[src/rtl/parity_frame_tx.sv]
`default_nettype none
// parity_frame_tx: accepts a byte and sends it as an odd-parity frame, LSB first, on an idle-high line.
// Frame layout is start, data[0..7], parity, stop. Rev 1.0
module parity_frame_tx #(
  parameter int CLKS_PER_BIT = 4
) (
  input  logic       clk,
  input  logic       rst,
  input  logic [7:0] data_in,
  input  logic       valid_in,
  output logic       ready_out,
  output logic       tx_out,
  output logic       busy,
  output logic       done
);

  localparam int                 c_cnt_w    = (CLKS_PER_BIT > 1) ? $clog2(CLKS_PER_BIT) : 1;
  localparam logic [c_cnt_w-1:0] c_cnt_last = c_cnt_w'(CLKS_PER_BIT - 1);
  localparam logic [c_cnt_w-1:0] c_cnt_one  = c_cnt_w'(1);

  typedef enum logic [2:0] {
    S_IDLE   = 3'd0,
    S_START  = 3'd1,
    S_DATA   = 3'd2,
    S_PARITY = 3'd3,
    S_STOP   = 3'd4
  } state_t;

  state_t               state_q, state_d;
  logic [7:0]           shift_q, shift_d;
  logic                 par_q, par_d;
  logic [c_cnt_w-1:0]   cnt_q, cnt_d;
  logic [2:0]           idx_q, idx_d;
  logic                 tx_q, tx_d;
  logic                 bit_end;

  assign bit_end = (cnt_q == c_cnt_last);

  always_ff @(posedge clk) begin
    if (rst) begin
      state_q <= S_IDLE;
      shift_q <= '0;
      par_q   <= 1'b0;
      cnt_q   <= '0;
      idx_q   <= '0;
      tx_q    <= 1'b1;
    end else begin
      state_q <= state_d;
      shift_q <= shift_d;
      par_q   <= par_d;
      cnt_q   <= cnt_d;
      idx_q   <= idx_d;
      tx_q    <= tx_d;
    end
  end

  // tx_d always carries the level of the bit that starts on the next cycle,
  // so the line is registered yet changes exactly at each bit boundary.
  always_comb begin
    state_d = state_q;
    shift_d = shift_q;
    par_d   = par_q;
    idx_d   = idx_q;
    tx_d    = tx_q;
    cnt_d   = (state_q == S_IDLE || bit_end) ? '0 : cnt_q + c_cnt_one;

    case (state_q)
      S_IDLE: begin
        tx_d = 1'b1;
        if (valid_in) begin
          shift_d = data_in;
          par_d   = ~^data_in;
          state_d = S_START;
          tx_d    = 1'b0;
        end
      end
      S_START: begin
        if (bit_end) begin
          state_d = S_DATA;
          idx_d   = 3'd0;
          tx_d    = shift_q[0];
        end
      end
      S_DATA: begin
        if (bit_end) begin
          if (idx_q == 3'd7) begin
            state_d = S_PARITY;
            tx_d    = par_q;
          end else begin
            shift_d = shift_q >> 1;
            idx_d   = idx_q + 3'd1;
            tx_d    = shift_q[1];
          end
        end
      end
      S_PARITY: begin
        if (bit_end) begin
          state_d = S_STOP;
          tx_d    = 1'b1;
        end
      end
      S_STOP: begin
        if (bit_end) begin
          state_d = S_IDLE;
          tx_d    = 1'b1;
        end
      end
      default: begin
        state_d = S_IDLE;
        tx_d    = 1'b1;
      end
    endcase
  end

  assign tx_out    = tx_q;
  assign ready_out = (state_q == S_IDLE);
  assign busy      = (state_q != S_IDLE);
  assign done      = (state_q == S_STOP) && bit_end;

endmodule
`default_nettype wire

[config.mk]
export PLATFORM = sky130hd
export DESIGN_NAME = parity_frame_tx
export DESIGN_NICKNAME = d
export VERILOG_FILES = /design/src/rtl/parity_frame_tx.sv
export SDC_FILE = /design/constraint.sdc
export NUM_CORES = 1
export LEC_CHECK = 0
export CAP_MARGIN = 20
export CELL_PAD_IN_SITES_DETAIL_PLACEMENT = 1
export CELL_PAD_IN_SITES_GLOBAL_PLACEMENT = 1
export CORE_UTILIZATION = 40
export DETAILED_ROUTE_END_ITERATION = 7
export GPL_TIMING_DRIVEN = 0
export HOLD_SLACK_MARGIN = 0.15
export PLACE_DENSITY_LB_ADDON = 0.3
export SLEW_MARGIN = 30
export SYNTH_ARGS = -nofsm -noshare
export SYNTH_HDL_FRONTEND = slang
export SYNTH_SLANG_ARGS = --single-unit
[constraint.sdc]
create_clock -name clk -period 2.4 [get_ports clk]
set_clock_uncertainty 0.2 [all_clocks]
set_input_delay 0.48 -clock clk [delete_from_list [all_inputs] [get_ports clk]]
set_output_delay 0.48 -clock clk [all_outputs]
set_load 0.02 [all_outputs]
==> results of run 1 <==
kinds of logic (layout without fill, tap and decap cells):
| family | Yosys count | after routing | synth area share |
|---|---|---|---|
| buf+inv | 9 | 26 | 0.0611 |
| fa+ha+maj | 3 | 3 | 0.0367 |
| simple gates | 37 | 37 | 0.230 |
| flops | 18 | 18 | 0.352 |
| xor+xnor | 8 | 8 | 0.0685 |
| compound gates | 23 | 23 | 0.183 |
| mux | 7 | 7 | 0.0685 |
synth_stat cells (2+ instances only):
library cell	count	area, um2
nand2_1	6	22.5
nor3b_2	2	25.0
nor2_1	9	33.8
buf_2	2	10.0
and2b_1	2	15.0
nand3b_1	2	15.0
mux2i_1	7	70.1
xnor2_1	6	52.6
nor2b_1	2	12.5
o21ai_0	2	10.0
a211oi_2	3	37.5
dfxtp_1	18	360
a21oi_1	5	25.0
nor4b_1	2	17.5
nand3_1	2	10.0
xor2_1	2	17.5
ha_1	3	37.5
a211oi_1	4	30.0
nand2b_1	2	12.5
buf_6	3	33.8
o2111ai_1	2	17.5
state kept, by name, summed over array words and instances (netlist names):
signal   flops
cnt_q        2
idx_q        3
par_q        1
shift_q      8
state_q      3
tx_out       1
cells in the final DEF (no fill, tap or decap), drive strengths merged, types with 2 or more instances in the layout:
| cell type | count |
|---|---|
| nand2 | 6 |
| clkdlybuf4s50 | 10 |
| o2111ai | 2 |
| and2b | 2 |
| nor3b | 2 |
| xor2 | 2 |
| a21oi | 5 |
| nand2b | 2 |
| ha | 3 |
| xnor2 | 6 |
| dfxtp | 18 |
| nand3b | 3 |
| nor4b | 2 |
| clkbuf | 5 |
| mux2i | 7 |
| dlygate4sd2 | 2 |
| buf | 7 |
| nor2b | 2 |
| nor2 | 9 |
| a211oi | 8 |
| nand3 | 2 |
| o21ai | 3 |
| nor3 | 2 |
routing by layer:
metal / GRT usage / vias up
met4: 0.0526 / 0
met5: 0 / -
met2: 0.348 / 15
met1: 0.243 / 388
met3: 0.0609 / 2
li1: - / 413
where the power goes:
part | total (mW) | internal [mW] | switching [mW]
combinational | 0.118 | 0.0604 | 0.0572
sequential | 0.325 | 0.316 | 0.00973
clock | 0.156 | 0.0586 | 0.0978
total | 0.599 | 0.435 | 0.165
timing repair:
action | 4_1_cts | 5_1_grt
resized for setup | 3 | 2
endpoints found under the setup margin | 3 | 1
endpoints found under the hold margin | 0 | 0
gates cloned | 0 | 0
pin swaps | 1 | 0
setup buffers | 1 | 0
hold buffers | 0 | 0
worst min path at each step:
stage                     depth (start not counted)       end  slack, ns      from
final                                             1  cnt_q[0]       0.23  cnt_q[0]
after global routing                              1  cnt_q[0]       0.25  cnt_q[0]
after CTS                                         1  cnt_q[0]       0.24  cnt_q[0]
after detailed placement                          1  cnt_q[0]       0.23  cnt_q[0]
after global placement                            1  cnt_q[0]       0.22  cnt_q[0]
after floorplan                                   1  cnt_q[0]       0.21  cnt_q[0]
area by class of cell:
type                       instances  share of cell area
multi-input combinational         78               0.494
sequential                        18               0.294
timing repair buffer              14               0.112
buffer                             8              0.0499
tap                               28              0.0285
clock buffer                       3              0.0183
inverter                           1             0.00306
metrics by stage:
step | cell area, um2 | worst slack [ns]
finish | 1230 | 0.139
global route | 1230 | 0.0493
CTS | 1220 | 0.00324
detailed placement | 1190 | 0.0763
global placement | 1190 | 0.104
floorplan | 1020 | 0.464
==> impl_metrics.env, run 1 <==
export IMPL_reg2reg_from="idx_q[0]"
export IMPL_drtPass1Iterations=4
export IMPL_cp_startpoint="state_q[0]"
export IMPL_final_util=0.529
export IMPL_fp_dieH_um=52.6
export IMPL_critPathTopFamily="buffers and inverters"
export IMPL_crit_chain="clkbuf_4, nor3_4, buf_4, dlygate4sd2_1"
export IMPL_grt_max_degree=11
export IMPL_multi_input_area_um2=607
export IMPL_top_layer="met4"
export IMPL_cpMaxStageDelayCell="dfxtp_1"
export IMPL_worst_pin_slew_ns=0.593
export IMPL_syn_num_nets=119
export IMPL_tns_ns=0
export IMPL_worst_setup_path_type="reg -> out"
export IMPL_ys_flop_type="dfxtp_1"
export IMPL_worst_setup_path_end_kind="primary output"
export IMPL_postSynthAreaPerCell_um2=9.75
export IMPL_fmax_mhz=442
export IMPL_cts_root_buf="clkbuf_4"
export IMPL_final_nets=138
export IMPL_tritoncts="built"
export IMPL_wl_met3_um=80
export IMPL_clock_latency_ns=0.30
export IMPL_cp_required_ns=1.72
export IMPL_initial_core_util=0.441
export IMPL_cap_violations=0
export IMPL_ys_seq_area_frac=0.352
export IMPL_dp_hpwl_um=1560
export IMPL_vias_per_cell=5.45
export IMPL_relSlewSlack=0.605
export IMPL_wire_per_inst_um=14.9
export IMPL_ys_ff_latch=18
export IMPL_cts_path_max_buffers=2
export IMPL_finalNonFillerCells=150
export IMPL_portBuffers=13
export IMPL_post_route_period_util=0.942
export IMPL_rows=17
export IMPL_path_buf_inv=3
export IMPL_cts_sinks=18
export IMPL_hp_class="reg -> reg"
export IMPL_critical_path_endpoint="ready_out"
export IMPL_p_leak_nw=0.509
export IMPL_drc=0
export IMPL_ys_types=40
export IMPL_status="complete, no violations"
export IMPL_regArea_um2=360
export IMPL_final_layout_size_suffix_gt1_frac=0.156
export IMPL_whs_ns=0.233
export IMPL_grt_antenna_before_repair=0
export IMPL_p_per_area_nw_per_um2=488
export IMPL_grt_pass1_vias=863
export IMPL_vdd_drop_max_uv=374
export IMPL_fin_crit_ns=2.26
export IMPL_arrival_ns=1.58
export IMPL_cts_buffers=3
export IMPL_synth_area_um2=1020
export IMPL_r2r_end="shift_q[3]"
export IMPL_ant_nets=0
export IMPL_cpPeakStageDelay_ns=0.36
export IMPL_num_io_pins=15
export IMPL_area_growth_pct=19.9
export IMPL_htree_levels=1
export IMPL_ys_async_sr_fraction=0
export IMPL_antennaDiodeCount=0
export IMPL_routed_wl_um=2240
export IMPL_synthCells=105
export IMPL_synth_warnings=0
export IMPL_die_area_um2=2770
export IMPL_wl_met2_um=1060
export IMPL_wl_met1_um=1080
export IMPL_slew_violations=0
export IMPL_cp_depth=4
export IMPL_vias=818
export IMPL_gp_congestion=0.733
export IMPL_total_power_mw=0.599
export IMPL_synth_edf_count=0
export IMPL_overflow=0
export IMPL_design_core_area_um2=2320
export IMPL_setup_viol=0
export IMPL_grt_total_usage=0.203
export IMPL_drt_initial_drc_count=19
export IMPL_clk_pin_slew_ns=0.11
export IMPL_startpoint_type="flop"
export IMPL_critPathMaxFanout=10
export IMPL_rr_worst_depth=7
export IMPL_rsz0062_at_grt="false"
export IMPL_regToRegSetupSlack_ns=0.31
export IMPL_die_x_um=52.6
export IMPL_placed_cells=146
export IMPL_grt_pass1_wl_um=3920
export IMPL_fill_cells=276
export IMPL_hold_viol=0
(Power assumes the default switching activity.)
==> inputs of run 2 (changes only) <==
Settings changed: CORE_ASPECT_RATIO set to 1.5, TNS_END_PERCENT set to 30.
==> impl_metrics.env, run 2 (synthesized netlist as in run 1, its figures left out) <==
export IMPL_top_regs="shift_q (8), idx_q (3), state_q (3)"
export IMPL_holdPathStages=1
export IMPL_met2_usage=0.313
export IMPL_ant_nets=0
export IMPL_critPathTopFamily="buffers and inverters"
export IMPL_fmax_mhz=450
export IMPL_whs_ns=0.246
export IMPL_drt_initial_drc_count=5
export IMPL_vias=807
export IMPL_p_per_area_nw_per_um2=484
export IMPL_grt_antenna_before_repair=0
export IMPL_holdBufCountCts=0
export IMPL_rr_worst_depth=7
export IMPL_grt_total_usage=0.175
export IMPL_final_nets=138
export IMPL_routed_wl_um=2080
export IMPL_wire_per_inst_um=14.2
export IMPL_area_growth_pct=19.2
export IMPL_setup_viol=0
export IMPL_cp_required_ns=1.72
export IMPL_rsz0062_at_grt="false"
export IMPL_drtPass1Iterations=3
export IMPL_grt_busiest_layer="met2"
export IMPL_grt_pass1_wl_um=3770
export IMPL_met1_usage=0.198
export IMPL_fin_area_um2=1220
export IMPL_grt_max_degree=11
export IMPL_grt_pass1_vias=842
export IMPL_startpoint_type="flop"
export IMPL_vdd_drop_max_uv=306
export IMPL_clk_pin_slew_ns=0.10
export IMPL_grt_met3_usage=0.0169
export IMPL_crit_chain="buf_2, nor3_4, dlygate4sd2_1"
export IMPL_die_area_um2=2770
export IMPL_cts_sinks=18
export IMPL_die_x_um=43.3
export IMPL_arrival_ns=1.54
export IMPL_worst_setup_path_type="reg -> out"
export IMPL_rows=22
export IMPL_num_io_pins=15
export IMPL_slew_violations=0
export IMPL_hp_class="reg -> reg"
export IMPL_fp_dieH_um=64.0
export IMPL_path_buf_inv=2
export IMPL_cts_buffers=3
export IMPL_hold_viol=0
export IMPL_design_core_area_um2=2420
export IMPL_final_common_cell="dfxtp_1"
export IMPL_status="complete, no violations"
export IMPL_gp_congestion=0.709
export IMPL_p_leak_nw=0.509
export IMPL_placed_area_um2=1180
export IMPL_cpMaxStageDelayCell="dlygate4sd2_1"
export IMPL_drc=0
export IMPL_overflow=0
export IMPL_initial_core_util=0.423
export IMPL_cp_depth=3
export IMPL_dp_hpwl_um=1600
export IMPL_tritoncts="built"
export IMPL_place_ws_ns=0.0893
export IMPL_regMostFlops="shift_q"
export IMPL_vias_per_cell=5.53
export IMPL_final_cell_mix="18 x dfxtp_1, 10 x clkdlybuf4s50_1, 9 x nor2_1"
export IMPL_setup_ws_ns=0.178
export IMPL_cpPeakStageDelay_ns=0.37
export IMPL_htree_levels=1
export IMPL_worst_setup_path_end_kind="primary output"
export IMPL_post_route_period_util=0.926
export IMPL_relSlewSlack=0.601
export IMPL_antennaDiodeCount=0
export IMPL_worst_pin_slew_ns=0.598
export IMPL_critPathMaxFanout=10
export IMPL_cts_path_max_buffers=2
export IMPL_final_layout_size_suffix_gt1_frac=0.156
export IMPL_cts_root_buf="clkbuf_4"
export IMPL_largest_reg_flops=8
export IMPL_portBuffers=13
export IMPL_cap_violations=0
export IMPL_fin_crit_ns=2.22
export IMPL_clock_latency_ns=0.29
run 2: cell count changes in the layout (fill, tap and decap cells not counted):
cell | before | now
buf_2 | 1 | 2
clkbuf_4 | 4 | 3
run 2: what timing repair did:
action,4_1_cts,5_1_grt
setup endpoints to repair,3,1
pin swaps,1,1
resized for setup,3,1
hold endpoints to repair,0,0
buffers inserted,0,1
run 2: area by class of cell:
type | count | area (um2)
timing repair buffer | 14 | 138
fill | 289 | 1200
clock buffer | 3 | 22.5
sequential | 18 | 360
buffer | 8 | 58.8
inverter | 1 | 3.75
multi-input combinational | 78 | 607
tap | 24 | 30.0
run 2: power by group:
part | internal (mW) | switching, mW | total [mW]
Combinational | 0.0600 | 0.0553 | 0.115
Clock | 0.0583 | 0.0919 | 0.150
Sequential | 0.316 | 0.00970 | 0.325
Total | 0.434 | 0.157 | 0.591
run 2: final timing paths:
kind	from	end	slack, ns
max	state_q[0]	ready_out	0.18
min	cnt_q[0]	cnt_q[0]	0.25
max reg2reg	idx_q[0]	shift_q[2]	0.34
min reg2reg	cnt_q[0]	cnt_q[0]	0.25
run 2: metrics by stage:
stage	utilization	total power, mW	cells	TNS [ns]
global placement	0.489	0.444	142	0
detailed placement	0.489	0.448	142	0
CTS	0.499	0.600	145	-0.0760
global route	0.504	0.622	146	0
finish	0.504	0.591	146	0
floorplan	-	0.407	105	0
run 2: metal layers:
metal | wire length, um | up-vias
li1 | - | 410
met1 | 890 | 381
met2 | 1100 | 12
met3 | 40 | 4
met4 | 49 | 0
met5 | 0 | -
